--- config.mk ---
export PLATFORM = sky130hd
export DESIGN_NAME = pe_vec_feeder
export DESIGN_NICKNAME = d
export VERILOG_FILES = /design/src/rtl/pe_feed_pkg.sv /design/src/rtl/pe_feed_ram.sv /design/src/rtl/pe_vec_feeder.sv
export SDC_FILE = /design/constraint.sdc
export NUM_CORES = 1
export LEC_CHECK = 0
export BUFFER_PORTS_ARGS = -buffer_cell sky130_fd_sc_hd__buf_4
export CORE_MARGIN = 3
export CORE_UTILIZATION = 35
export DETAILED_ROUTE_END_ITERATION = 10
export SKIP_LAST_GASP = 1
export SLEW_MARGIN = 0
export SYNTH_ARGS = -nofsm -noshare
export SYNTH_HDL_FRONTEND = slang
export SYNTH_SLANG_ARGS = --single-unit
--- constraint.sdc ---
create_clock -name aclk -period 1.9 [get_ports aclk]
set_input_delay 0.475 -clock aclk [delete_from_list [all_inputs] [get_ports aclk]]
set_output_delay 0.475 -clock aclk [all_outputs]
set_load 0.005 [all_outputs]
--- src/rtl/pe_feed_pkg.sv ---
// pe_feed_pkg: shared state encoding and size helpers for the PE vector feeder.
package pe_feed_pkg;

    typedef enum logic [1:0] {
        S_LOAD = 2'd0,
        S_ARM  = 2'd1,
        S_RUN  = 2'd2
    } state_t;

    function automatic int depth_of(input int l_ram_size);
        return 1 << (l_ram_size + 1);
    endfunction

    function automatic int addr_w_of(input int l_ram_size);
        return l_ram_size + 1;
    endfunction

    localparam int L_RAM_SIZE_DEF = 3;
    localparam int DEPTH_DEF      = depth_of(L_RAM_SIZE_DEF);
    localparam int ADDR_W_DEF     = addr_w_of(L_RAM_SIZE_DEF);

endpackage

--- src/rtl/pe_feed_ram.sv ---
// pe_feed_ram: simple dual-port RAM, one write and one registered read port.
// The array is never reset; only the read register clears on aresetn.
module pe_feed_ram #(
    parameter int SIZE   = 8,
    parameter int ADDR_W = 4
) (
    input  logic              aclk,
    input  logic              aresetn,
    input  logic              we,
    input  logic [ADDR_W-1:0] waddr,
    input  logic [SIZE-1:0]   wdata,
    input  logic [ADDR_W-1:0] raddr,
    output logic [SIZE-1:0]   rdata
);

    logic [SIZE-1:0] mem [2**ADDR_W];

    always_ff @(posedge aclk) begin
        if (we) mem[waddr] <= wdata;
    end

    // Separate register keeps read-during-write returning the old word.
    always_ff @(posedge aclk or negedge aresetn) begin
        if (!aresetn) rdata <= '0;
        else          rdata <= mem[raddr];
    end

endmodule

--- src/rtl/pe_vec_feeder.sv ---
// pe_vec_feeder: buffers one operand set from a valid/ready stream, pulses start,
// then serves the PE controller read port until done. Option: PE_FEED_OVF_EN adds ovf.
module pe_vec_feeder
    import pe_feed_pkg::*;
#(
    parameter int SIZE       = 8,
    parameter int L_RAM_SIZE = 3
) (
    input  logic                aclk,
    input  logic                aresetn,
    input  logic                s_valid,
    output logic                s_ready,
    input  logic [SIZE-1:0]     s_data,
    output logic                start,
    input  logic                done,
    input  logic [L_RAM_SIZE:0] rdaddr,
    output logic [SIZE-1:0]     rddata,
    output logic                busy
`ifdef PE_FEED_OVF_EN
    ,
    output logic                ovf
`endif
);

    localparam int DEPTH  = depth_of(L_RAM_SIZE);
    localparam int ADDR_W = addr_w_of(L_RAM_SIZE);

    state_t            state, state_n;
    logic [ADDR_W-1:0] wr_ptr;
    logic              we, last;

    assign s_ready = state == S_LOAD;
    assign start   = state == S_ARM;
    assign busy    = state == S_ARM || state == S_RUN;
    assign we      = s_valid && s_ready;
    assign last    = wr_ptr == ADDR_W'(DEPTH - 1);

    always_comb begin
        state_n = state;
        case (state)
            S_LOAD:  state_n = (we && last) ? S_ARM : S_LOAD;
            S_ARM:   state_n = S_RUN;
            S_RUN:   state_n = done ? S_LOAD : S_RUN;
            default: state_n = S_LOAD;
        endcase
    end

    always_ff @(posedge aclk or negedge aresetn) begin
        if (!aresetn) state <= S_LOAD;
        else          state <= state_n;
    end

    // The final write leaves LOAD, so the pointer is re-zeroed on exit from RUN.
    always_ff @(posedge aclk or negedge aresetn) begin
        if (!aresetn)                     wr_ptr <= '0;
        else if (state == S_RUN && done)  wr_ptr <= '0;
        else if (we)                      wr_ptr <= wr_ptr + 1'b1;
    end

`ifdef PE_FEED_OVF_EN
    always_ff @(posedge aclk or negedge aresetn) begin
        if (!aresetn)                ovf <= 1'b0;
        else if (s_valid && !s_ready) ovf <= 1'b1;
    end
`endif

    pe_feed_ram #(
        .SIZE   (SIZE),
        .ADDR_W (ADDR_W)
    ) u_ram (
        .aclk    (aclk),
        .aresetn (aresetn),
        .we      (we),
        .waddr   (wr_ptr),
        .wdata   (s_data),
        .raddr   (rdaddr),
        .rdata   (rddata)
    );

endmodule

Word-level counts from Yosys, hierarchy flattened
Memory sizes are Yosys's and may differ from the RTL's. A register that Yosys moved wholly into a read port is not among the register bits.
Index checks and enable logic that the tools add are counted.
Word-level totals
  logic and storage cells: 21
  RAM bits: 128
  output and inout port bits: 11
  register bits after elaboration: 6
  input bits: 16
  memories: 1
Memories
  u_ram.mem: depth 16, width 8, rd ports 1, clocked after Yosys merged registers in 1, wr ports 1, RTL line pe_feed_ram.sv:16  | logic [SIZE-1:0] mem [2**ADDR_W];
Cells by class
  equal/unequal tests: 3
  reduce and logical (&&, ||, !) cells: 7
  mux-type cells: 7
  add/sub/neg operators: 1
Operator list (count)
  $mux 4: 2
  $pmux 2 s3: 1
  $add 4x1->4 const B: 1
  $eq 4x4->1 const B: 1
  $logic_and 1x1->1: 3
  $mux 1: 3
  $eq 2x1->1 const B: 1
  $eq 2x2->1 const B: 1
  $logic_not 2->1: 1
  $mux 2: 1
  $reduce_bool 2->1: 1
  $logic_not 1->1: 1
  $logic_or 1x1->1: 1

Longest topological paths before layout
  word-level depth: 5
  gate-level depth with buffers: 5
  gate-level depth less buffers: 5

Hierarchy
A second synthesis with hierarchy kept.
Unflattened totals
  cell total of the unflattened synthesis: 260
  area total of the unflattened synthesis: 5514.0 um^2
By module, submodules not included
  pe_feed_ram: times used 1, cells each 229, area an instance 5187.5 um^2
  pe_vec_feeder: times used 1, cells each 31, area an instance 326.6 um^2

Worst setup path after synthesis
No wires, ideal clock.
  path kind: register to register
  start: register state[0]
  end: memory u_ram.mem[11][0] (enable)
  data arrival time: 1.441 ns
  setup time: 0.332 ns
  slack: 0.127 ns
  buffers on the path: 0
  cell stages (with the launch flop): 6
  clock period less this slack: 1.773 ns
  cell sequence: dfrtp_1 > inv_1 > ha_1 > nand2_1 > nor3b_1 > and2_1
On the way
  word-level cells in the longest chain between the ends: 4
Ends and longest elaborated chain
  from (decl): RTL line pe_vec_feeder.sv:28  | state_t state, state_n;
  from (signal assigned): RTL line pe_vec_feeder.sv:50  | else state <= state_n;
  $logic_not 2->1: RTL line pe_vec_feeder.sv:32  | assign s_ready = state == S_LOAD;
  net s_ready: RTL line pe_vec_feeder.sv:12  | output logic s_ready,
  $logic_and 1x1->1: RTL line pe_vec_feeder.sv:35  | assign we = s_valid && s_ready;
  $mux 1: RTL line pe_feed_ram.sv:19  | if (we) mem[waddr] <= wdata;
  $mux 1 (not written as such): RTL line pe_feed_ram.sv:19
  to (decl): RTL line pe_feed_ram.sv:16
The timed path passes the listed nets, and every way through them passes these cells.

Worst setup path after layout
  start: register state[0]
  end: output port s_ready
On the way
  word-level cells in the longest chain between the ends: 1
Ends and longest elaborated chain (RTL line)
  $logic_not 2->1: pe_vec_feeder.sv:32
  to (decl): pe_vec_feeder.sv:12
Every way passes these cells.

==> out/qor.yml <==
finalWorstPathRequiredPeriod_ns: 1.821
fmax_ghz: 0.5493
drcViolationCount: 0
drive_gt1_frac: 0.3012
grt_max_degree: 17
setup_tns_ns: 0
synth_edf_count: 128
rows: 45
ctsHtreeMaxLevel: 4
postSynthNetCount: 284
cp_data_required_time_ns: 1.42
overflow: 0
max-cap-violations: 0
track_usage: 0.1353
cp_data_arrival_time_ns: 1.35
core_um2: 15370
wl_mm: 10.98
synthTopCellsByCount: "edfxtp_1 (128), mux4_2 (18), a22oi_1 (17)"
placed_area_um2: 6351
ys_ff_latch: 142
power_mw: 8.234
clock_latency_ns: 0.42
setup_ws_ns: 0.07947
design_area_um2: 6970
worstSetupPathType: "register to output port"
clkTransAtPathRegs_ns: 0.06
rsz0062_at_grt: "no"
syn_to_final_growth_pct: 25.30
yosysTopAreaCell: "edfxtp_1"
utilization: 0.4535
cpLargestDelayFamily: "flip-flops"
setup_viol: 0
outcome: "finished clean"
dp_slack_ns: -0.002278
instances_no_fill: 543
placed_cells: 509
port_buffers: 26
drt_iter0_markers: 208
clock-root-buffer: "clkbuf_16"
cp-end-kind: "output port"
yosysUniqueCellTypes: 27
drv_slew: 0
p_switching_mw: 1.897
start_util: 0.3619
period_share: 0.9582
first_pass_iters: 4
clock_power_share: 0.395
cpMaxStageDelayCell: "dfrtp_1"
vias: 2718
whs_ns: 0.2585
tritoncts: "yes"
grt_pass1_vias: 2894
numCtsBuffers: 17
ir_drop_mv: 0.6066
yosys_most_used_dff: "edfxtp_1"
slew-limit-headroom: 0.4678
fp.dieArea_um2: 17440
synth_area_leaders: "edfxtp_1 (69%), mux4_2 (7.3%), mux4_1 (6.6%)"
hold_violations: 0
finClkSkew_ns: 0.02069
async_flop_share: 0.09859
synth_warnings: 0
ant_nets: 0
layout.nets: 343
swShare: 0.2304
vias_per_cell: 5.006
avgSynthCellArea_um2: 21.40
power.internal_mw: 6.337
dp_hpwl_mm: 7.031
pwr-share-comb: 0.133
gp_congestion: 0.7311
critPathBufInv: 3
pin_count: 27
cp_slowest_stage_delay_ns: 0.39
hold_path.class: "primary input to register"
yosysMostFrequentCell: "edfxtp_1"
syn_inst: 260
antenna_found_initial: 0
post_drt_wl_per_cell_um: 20.23
seqPwrFrac: 0.472
p_leak_nw: 2.449
clock-sinks: 142
cts_buffer_depth: 2
pwr_density_cell_nw_per_um2: 1181
startpoint_type: "register"
path_common_cell: "buf_4"
diodes: 0
netlist_area_um2: 5563
die_h_um: 132.1
worstPathCellList: "inv_2 -> ha_2 -> buf_4 -> buf_4"
die_x_um: 132.1
tightest_slew_ns: 0.7966
cp_max_fo: 4
grt_pass1_wl_mm: 17.18
synth_top_area_frac: 0.6910
synth_seq_area_share: 0.7539
==> cells in the final DEF (no fill, tap or decap), types with 2 or more instances in the layout <==
master / count
and2_1: 12
a21oi_1: 3
bufinv_16: 3
edfxtp_1: 128
nand3_1: 2
ha_1: 7
clkinv_2: 4
o21ai_0: 2
mux4_2: 18
clkinv_1: 3
nand2_1: 10
and3_1: 5
buf_4: 29
dfrtp_1: 14
nor2b_1: 2
clkbuf_1: 2
clkbuf_16: 17
buf_12: 20
a22oi_1: 17
mux4_1: 14
inv_1: 3
==> worst register-to-register path, delay by kind of cell (launching register included) <==
family | cells | cell delay, ns
fa+ha+maj | 1 | 0.19
buf+inv | 2 | 0.23
flops | 1 | 0.41
simple gates | 3 | 0.66
==> area by class of cell <==
cell class                      count  area, um2
Sequential cell                   142       4194
Tap cell                          211      264.0
Inverter                            4      15.01
Clock buffer                       19      432.9
Clock inverter                     13      146.4
Fill cell                        1318       8401
Multi-Input combinational cell    104       1290
Timing Repair Buffer               50      628.1
==> metal layers <==
| metal | track usage | up-vias | share of wire |
|---|---|---|---|
| met5 | 0 | - | 0 |
| met4 | 0.05076 | 0 | 0.013 |
| met3 | 0.03779 | 13 | 0.039 |
| met2 | 0.2218 | 57 | 0.52 |
| met1 | 0.1724 | 1456 | 0.43 |
| li1 | - | 1192 | - |
==> cells by family (layout without fill, tap and decap cells) <==
family / count (synthesis) / in the layout / share of synthesized area
flops: 142 / 142 / 0.7539
simple gates: 39 / 39 / 0.03846
mux: 33 / 33 / 0.1408
compound gates: 22 / 22 / 0.02744
buf+inv: 14 / 86 / 0.01822
fa+ha+maj: 8 / 8 / 0.01799
xor+xnor: 2 / 2 / 0.003149
==> power groups by stage <==
stage,logic [mW],clock network (mW),registers (mW)
floorplan,0.527,0,3.90
global placement,1.07,0,3.92
detailed placement,1.09,0,3.93
CTS,1.10,3.32,3.87
global route,1.19,3.46,3.92
finish,1.10,3.26,3.88
==> flip-flops by register name, summed over array words and instances, names as in the netlist <==
signal       count
u_ram.mem      128
u_ram.rdata      8
wr_ptr           4
state            2
==> timing repair <==
action / in CTS / in global routing
setup endpoints to repair: 32 / 97
endpoints found under the hold margin: 14 / 0
buffers inserted: 0 / 1
pin swaps: 0 / 1
hold buffers: 1 / 0
resized for setup: 1 / 6
==> worst paths after layout <==
| check | from | slack, ns | cells past startpoint | end |
|---|---|---|---|---|
| worst min-delay path | done | 0.26 | 2 | wr_ptr[2] |
| worst max register to register | state[0] | 0.10 | 6 | u_ram.mem[10][1] |
| max in group asynchronous | aresetn | 1.22 | 2 | u_ram.rdata[2] |
| worst max-delay path | state[0] | 0.08 | 4 | s_ready |
| min in group asynchronous | aresetn | 0.46 | 2 | wr_ptr[2] |
| worst min register to register | state[1] | 0.54 | 1 | state[1] |
(Power assumes the default switching activity.)
